`src/rtl/fp_sqrt_pkg.sv`:
```
// Shared types and constants for the square-root scheduler slice.
// Latency: n/a (declarations only).
// Backpressure: n/a.
//
// Contents: operand width, root-unit pipeline depth, the in-flight tag
// record and a small population-count helper.
package fp_sqrt_pkg;

  localparam int FP_WIDTH     = 32;
  // Pipeline depth of the shared FP_SquareRoot unit (operand edge to
  // result-sampling edge).
  localparam int SQRT_LATENCY = 3;

  // Tag index is sized for the largest supported requester count so the
  // struct is a fixed type; smaller configurations leave the top bits zero.
  localparam int MAX_REQ   = 8;
  localparam int TAG_IDX_W = 3;

  typedef struct packed {
    logic                 valid;
    logic [TAG_IDX_W-1:0] idx;
  } tag_t;

  function automatic int unsigned count_ones(input logic [MAX_REQ-1:0] v);
    int unsigned n;
    n = 0;
    for (int i = 0; i < MAX_REQ; i++) begin
      n = n + 32'(v[i]);
    end
    return n;
  endfunction

endpackage

```
`src/rtl/fp_sqrt_scheduler_rr_arbiter.sv`:
```
// Round-robin picker: first eligible index scanning ptr, ptr+1, ... mod NUM_REQ.
// Latency: purely combinational.
// Backpressure: none; the caller decides eligibility.
//
// Ports: eligible (request mask), ptr (highest-priority index),
//        grant (one-hot), grant_idx (binary index of grant), any_grant.
module rr_arbiter #(
  parameter int NUM_REQ = 4,
  parameter int IDX_W   = (NUM_REQ > 1) ? $clog2(NUM_REQ) : 1
) (
  input  logic [NUM_REQ-1:0] eligible,
  input  logic [IDX_W-1:0]   ptr,
  output logic [NUM_REQ-1:0] grant,
  output logic [IDX_W-1:0]   grant_idx,
  output logic               any_grant
);

  int               cand;
  logic [IDX_W-1:0] cidx;

  always_comb begin
    grant     = '0;
    grant_idx = '0;
    any_grant = 1'b0;
    cand      = 0;
    cidx      = '0;
    for (int k = 0; k < NUM_REQ; k++) begin
      // ptr is always < NUM_REQ, so one subtraction is enough to wrap.
      cand = int'(ptr) + k;
      if (cand >= NUM_REQ) begin
        cand = cand - NUM_REQ;
      end
      cidx = IDX_W'(cand);
      if (!any_grant && eligible[cidx]) begin
        any_grant   = 1'b1;
        grant_idx   = cidx;
        grant[cidx] = 1'b1;
      end
    end
  end

endmodule

```
`src/rtl/fp_sqrt_scheduler.sv`:
```
// Shares one fixed-latency pipelined square-root unit among NUM_REQ requesters.
// Latency: grant at edge E, response registered and visible after edge E+LATENCY.
// Backpressure: one outstanding op per requester; a held response only blocks its own requester.
//
// Ports: clk/rst (async active-high), req_valid/req_data/req_ready (one-hot
//        operand handshake), rsp_valid/rsp_data/rsp_ready (per-requester
//        result handshake), sqrt_operand/sqrt_result (root unit data_i/data_o),
//        inflight (number of requesters granted but not yet drained).
module fp_sqrt_scheduler
  import fp_sqrt_pkg::*;
#(
  parameter int NUM_REQ   = 4,
  parameter int DATAWIDTH = FP_WIDTH,
  parameter int LATENCY   = SQRT_LATENCY
) (
  input  logic                           clk,
  input  logic                           rst,
  input  logic [NUM_REQ-1:0]             req_valid,
  input  logic [NUM_REQ*DATAWIDTH-1:0]   req_data,
  output logic [NUM_REQ-1:0]             req_ready,
  output logic [NUM_REQ-1:0]             rsp_valid,
  output logic [NUM_REQ*DATAWIDTH-1:0]   rsp_data,
  input  logic [NUM_REQ-1:0]             rsp_ready,
  output logic [DATAWIDTH-1:0]           sqrt_operand,
  input  logic [DATAWIDTH-1:0]           sqrt_result,
  output logic [$clog2(NUM_REQ+1)-1:0]   inflight
);

  localparam int IDX_W = $clog2(NUM_REQ);
  localparam int CNT_W = $clog2(NUM_REQ+1);

  logic [IDX_W-1:0]             ptr_q, ptr_d;
  logic [NUM_REQ-1:0]           busy_q, busy_d;
  tag_t [LATENCY-1:0]           tag_q, tag_d;
  logic [DATAWIDTH-1:0]         sqrt_operand_q, sqrt_operand_d;
  logic [NUM_REQ-1:0]           rsp_valid_q, rsp_valid_d;
  logic [NUM_REQ*DATAWIDTH-1:0] rsp_data_q, rsp_data_d;
  logic [CNT_W-1:0]             inflight_q, inflight_d;

  logic [NUM_REQ-1:0] eligible;
  logic [NUM_REQ-1:0] grant;
  logic [IDX_W-1:0]   grant_idx;
  logic               any_grant;
  logic [NUM_REQ-1:0] rsp_fire;
  tag_t               tag_last;

  // A busy requester is masked until its response drains, which is what
  // guarantees the root unit never needs a stall.
  always_comb begin
    eligible = req_valid & ~busy_q & {NUM_REQ{~rst}};
    rsp_fire = rsp_valid_q & rsp_ready;
    tag_last = tag_q[LATENCY-1];
  end

  rr_arbiter #(
    .NUM_REQ (NUM_REQ),
    .IDX_W   (IDX_W)
  ) u_arb (
    .eligible  (eligible),
    .ptr       (ptr_q),
    .grant     (grant),
    .grant_idx (grant_idx),
    .any_grant (any_grant)
  );

  always_comb begin
    ptr_d          = ptr_q;
    sqrt_operand_d = sqrt_operand_q;
    tag_d          = '0;
    busy_d         = (busy_q | grant) & ~rsp_fire;
    rsp_valid_d    = rsp_valid_q & ~rsp_fire;
    rsp_data_d     = rsp_data_q;
    inflight_d     = '0;

    if (any_grant) begin
      ptr_d = (int'(grant_idx) == NUM_REQ-1) ? '0 : grant_idx + IDX_W'(1);
    end

    for (int k = 0; k < NUM_REQ; k++) begin
      if (grant[k]) begin
        sqrt_operand_d = req_data[k*DATAWIDTH +: DATAWIDTH];
      end
    end

    // Tag pipeline mirrors the root unit: shifts every cycle, bubble when idle.
    tag_d[0].valid = any_grant;
    tag_d[0].idx   = TAG_IDX_W'(grant_idx);
    for (int s = 1; s < LATENCY; s++) begin
      tag_d[s] = tag_q[s-1];
    end

    // The owning requester is still busy, so its response slot is empty here
    // and the write cannot collide with a pending rsp_fire.
    for (int k = 0; k < NUM_REQ; k++) begin
      if (tag_last.valid && (tag_last.idx == TAG_IDX_W'(k))) begin
        rsp_valid_d[k]                        = 1'b1;
        rsp_data_d[k*DATAWIDTH +: DATAWIDTH]  = sqrt_result;
      end
    end

    inflight_d = CNT_W'(count_ones(MAX_REQ'(busy_d)));
  end

  always_ff @(posedge clk or posedge rst) begin
    if (rst) begin
      ptr_q          <= '0;
      busy_q         <= '0;
      tag_q          <= '0;
      sqrt_operand_q <= '0;
      rsp_valid_q    <= '0;
      rsp_data_q     <= '0;
      inflight_q     <= '0;
    end else begin
      ptr_q          <= ptr_d;
      busy_q         <= busy_d;
      tag_q          <= tag_d;
      sqrt_operand_q <= sqrt_operand_d;
      rsp_valid_q    <= rsp_valid_d;
      rsp_data_q     <= rsp_data_d;
      inflight_q     <= inflight_d;
    end
  end

  assign req_ready    = grant;
  assign rsp_valid    = rsp_valid_q;
  assign rsp_data     = rsp_data_q;
  assign sqrt_operand = sqrt_operand_q;
  assign inflight     = inflight_q;

endmodule

```
`config.mk`:
```
export PLATFORM = sky130hd
export DESIGN_NAME = fp_sqrt_scheduler
export DESIGN_NICKNAME = d
export VERILOG_FILES = /design/src/rtl/fp_sqrt_pkg.sv /design/src/rtl/fp_sqrt_scheduler_rr_arbiter.sv /design/src/rtl/fp_sqrt_scheduler.sv
export SDC_FILE = /design/constraint.sdc
export NUM_CORES = 1
export LEC_CHECK = 0
export BUFFER_PORTS_ARGS = -buffer_cell sky130_fd_sc_hd__buf_2
export CAP_MARGIN = 40
export CORE_UTILIZATION = 30
export DETAILED_ROUTE_END_ITERATION = 6
export PLACE_DENSITY = 0.62
export SLEW_MARGIN = 20
export SYNTH_ARGS = -nofsm -noshare
export SYNTH_HDL_FRONTEND = slang
export SYNTH_SLANG_ARGS = --single-unit
```
`constraint.sdc`:
```
create_clock -name clk -period 8 [get_ports clk]
set_input_delay 1.2 -clock clk [delete_from_list [all_inputs] [get_ports clk]]
set_output_delay 1.2 -clock clk [all_outputs]
set_load 0.05 [all_outputs]
```
==> flow_summary.json <==
{
  "cts_sinks": 182,
  "cap_violations": 0,
  "fill_cells": 2776,
  "slowest_stage": "o21ai_0",
  "rows": 61,
  "htree_levels": 4,
  "cts_resized": 0,
  "crit_path_end_kind": "output pin",
  "place.gp.congestion": 0.847,
  "antenna_found_initial": 0,
  "core_area_um2": 27900,
  "ios": 341,
  "path_class": "in -> out",
  "slew_violations": 0,
  "cts_max_path_buffers": 2,
  "status": "completed",
  "synth_commonest_cells": "dfrtp_1, mux2_2, clkbuf_1, nand2_1",
  "synth-seq-cells": 182,
  "period_minus_slack_ps": 4790,
  "ff2ff_path_depth": 11,
  "ys_seq_area_share_pct": 53.2,
  "rsz0062_at_grt": "false",
  "grt_pass1_wl_um": 37800,
  "slew_headroom_pct": 52.1,
  "crit_buf_inv": 3,
  "firstDrtPassIters": 4,
  "grt_usage_pct": 17.0,
  "min_path_cells": 0,
  "met2_usage_pct": 29.6,
  "via_count": 6919,
  "syn_area_per_cell_um2": 12.1,
  "maxClockFrequency_ghz": 0.209,
  "cp.depth": 8,
  "synth_top_cell_by_area": "dfrtp_1",
  "endpoint": "req_ready[2]",
  "start_util_pct": 30.6,
  "setup_tns_ps": 0,
  "arrival_ps": 3590,
  "reg2reg_slack_ps": 3670,
  "drt_iter0_drc": 268,
  "hold_viol_final": 0,
  "cp_common_cell": "buf_2",
  "path_cells": "buf_2, or3b_4, a21o_1, o21ai_0, o2bb2ai_2, buf_4, or2_2, buf_2",
  "synth_ff_type": "dfrtp_1",
  "wirelength_um": 25200,
  "clock_skew_ps": 14.0,
  "cts_setup_buffers": 0,
  "max_stage_delay_ps": 610,
  "netlist_area_um2": 8550,
  "die_w_um": 171,
  "clk_pin_slew_ps": 60,
  "final_nets": 1202,
  "die_area_um2": 29200,
  "diodes": 0,
  "cp_top_family": "compound AO/OA/AOI/OAI gates",
  "drcViolationCount": 0,
  "root_buffer": "clkbuf_16",
  "ys_warn_count": 0,
  "finalCritPeriodShare_pct": 59.9,
  "cts_buffers": 17,
  "synth.most_common_cell": "dfrtp_1",
  "grt_busiest_layer": "met2",
  "clk_latency_ps": 430,
  "setup_viol_count_final": 0,
  "numPortBuffers": 340,
  "use_met3_pct": 5.18,
  "grt_use_met1_pct": 19.6,
  "hold_path.class": "reg -> reg",
  "cts_tree": "built",
  "grt-ovfl-total": 0,
  "critPathRequiredTime_ps": 6800,
  "worstSetupStartpoint": "req_valid[2]",
  "synthTopCellsByArea": "dfrtp_1, mux2_2, o311ai_1, a21boi_0, o21bai_1",
  "drive_above_1_share_pct": 50.9,
  "grt_max_degree": 67,
  "synth_top_area_share_pct": 53.2,
  "viasPerCell": 4.90,
  "grt_pass1_vias": 6794,
  "worstPathMaxFanout": 33,
  "wl_per_cell_um": 17.8,
  "yosysUniqueCellTypes": 52,
  "worst_slew_pin_slew_ps": 715,
  "hold_start": "tag_d[5]",
  "die_h_um": 171,
  "synth_edf_count": 0,
  "dpl.hpwl_um": 18900,
  "r2r-end": "sqrt_operand[25]",
  "cts_hold_buffers": 0,
  "antenna_left": 0,
  "async_flop_share_pct": 100,
  "startpoint_type": "input pin",
  "synth_nets": 887,
  "synthCells": 707,
  "syn2layout_area_growth_pct": 31.3
}
[placed cells by master (no fill, tap or decap), types with 3 or more instances in the layout]
master / netlist / final
a21boi_0: 33 / 33
a21oi_1: 5 / 5
a31oi_1: 33 / 33
and3_1: 32 / 32
buf_16: 0 / 3
buf_2: 9 / 340
buf_4: 2 / 12
clkbuf_16: 0 / 17
clkinv_4: 0 / 4
dfrtp_1: 182 / 182
ha_1: 9 / 9
inv_1: 16 / 15
inv_6: 0 / 3
mux2_2: 128 / 128
nand2_1: 41 / 41
nand3_1: 8 / 7
nand3b_1: 5 / 5
nor2_1: 4 / 4
nor4_1: 32 / 32
nor4b_1: 4 / 4
nor4bb_1: 3 / 3
o21ai_0: 10 / 10
o21bai_1: 33 / 33
o311ai_1: 32 / 32
[flip-flops by register name, summed over array words and instances (netlist names), named ones only]
register,flops
sqrt_operand,32
ptr_q,1
inflight,3
rsp_data,128
tag_last,3
tag_d,6
busy_q,4
rsp_valid,4
[stage by stage]
| step | setup slack, ps | area, um^2 | hold WS, ps | utilization (%) | instances |
|---|---|---|---|---|---|
| 2_1_floorplan | 5.58 | 8550 | 331 | - | 707 |
| 3_3_place_gp | 2860 | 10600 | 333 | 37.8 | 1377 |
| 3_5_place_dp | 3160 | 10700 | 335 | 38.2 | 1381 |
| 4_1_cts | 3220 | 11200 | 351 | 40.2 | 1413 |
| 5_1_grt | 3020 | 11200 | 358 | 40.2 | 1413 |
| 6_report | 3210 | 11200 | 348 | 40.2 | 1413 |
[final cells by class]
type / instances / area (um^2) / share of cell area (%)
flip-flops and latches: 182 / 4550 / 40.5
multi-input cells: 448 / 3680 / 32.8
repair buffers: 356 / 1890 / 16.8
well taps: 378 / 473 / 4.21
clock buffers: 20 / 447 / 3.98
clock inverters: 12 / 119 / 1.06
inverters: 17 / 68.8 / 0.613
[kinds of logic (layout without fill, tap and decap cells)]
kind of cell             count (synthesis)  count (layout)  synth area share, %
flip-flops                             182             182                 53.2
buffers and inverters                   77             405                 4.04
AND/OR/NAND/NOR                        141             141                 9.38
multiplexers                           128             128                 16.8
adder cells (fa/ha/maj)                 10              10                 1.55
AO/OA/AOI/OAI                          167             167                 14.7
XOR/XNOR                                 2               2                0.205
[routing by layer]
layer / part of all wire [%] / vias up
li1: - / 3272
met1: 40 / 3326
met2: 49 / 302
met3: 8.9 / 19
met4: 2.0 / 0
met5: 0 / -
[worst min-delay path by stage]
stage,end
floorplan,tag_d[11]
detailed placement,tag_d[8]
CTS,tag_d[9]
global placement,tag_d[9]
global route,tag_d[9]
finish,tag_d[9]
Power is left out: the tool's default activity adds up to more than one toggle a clock period on the data nets, which glitch-free logic cannot reach.
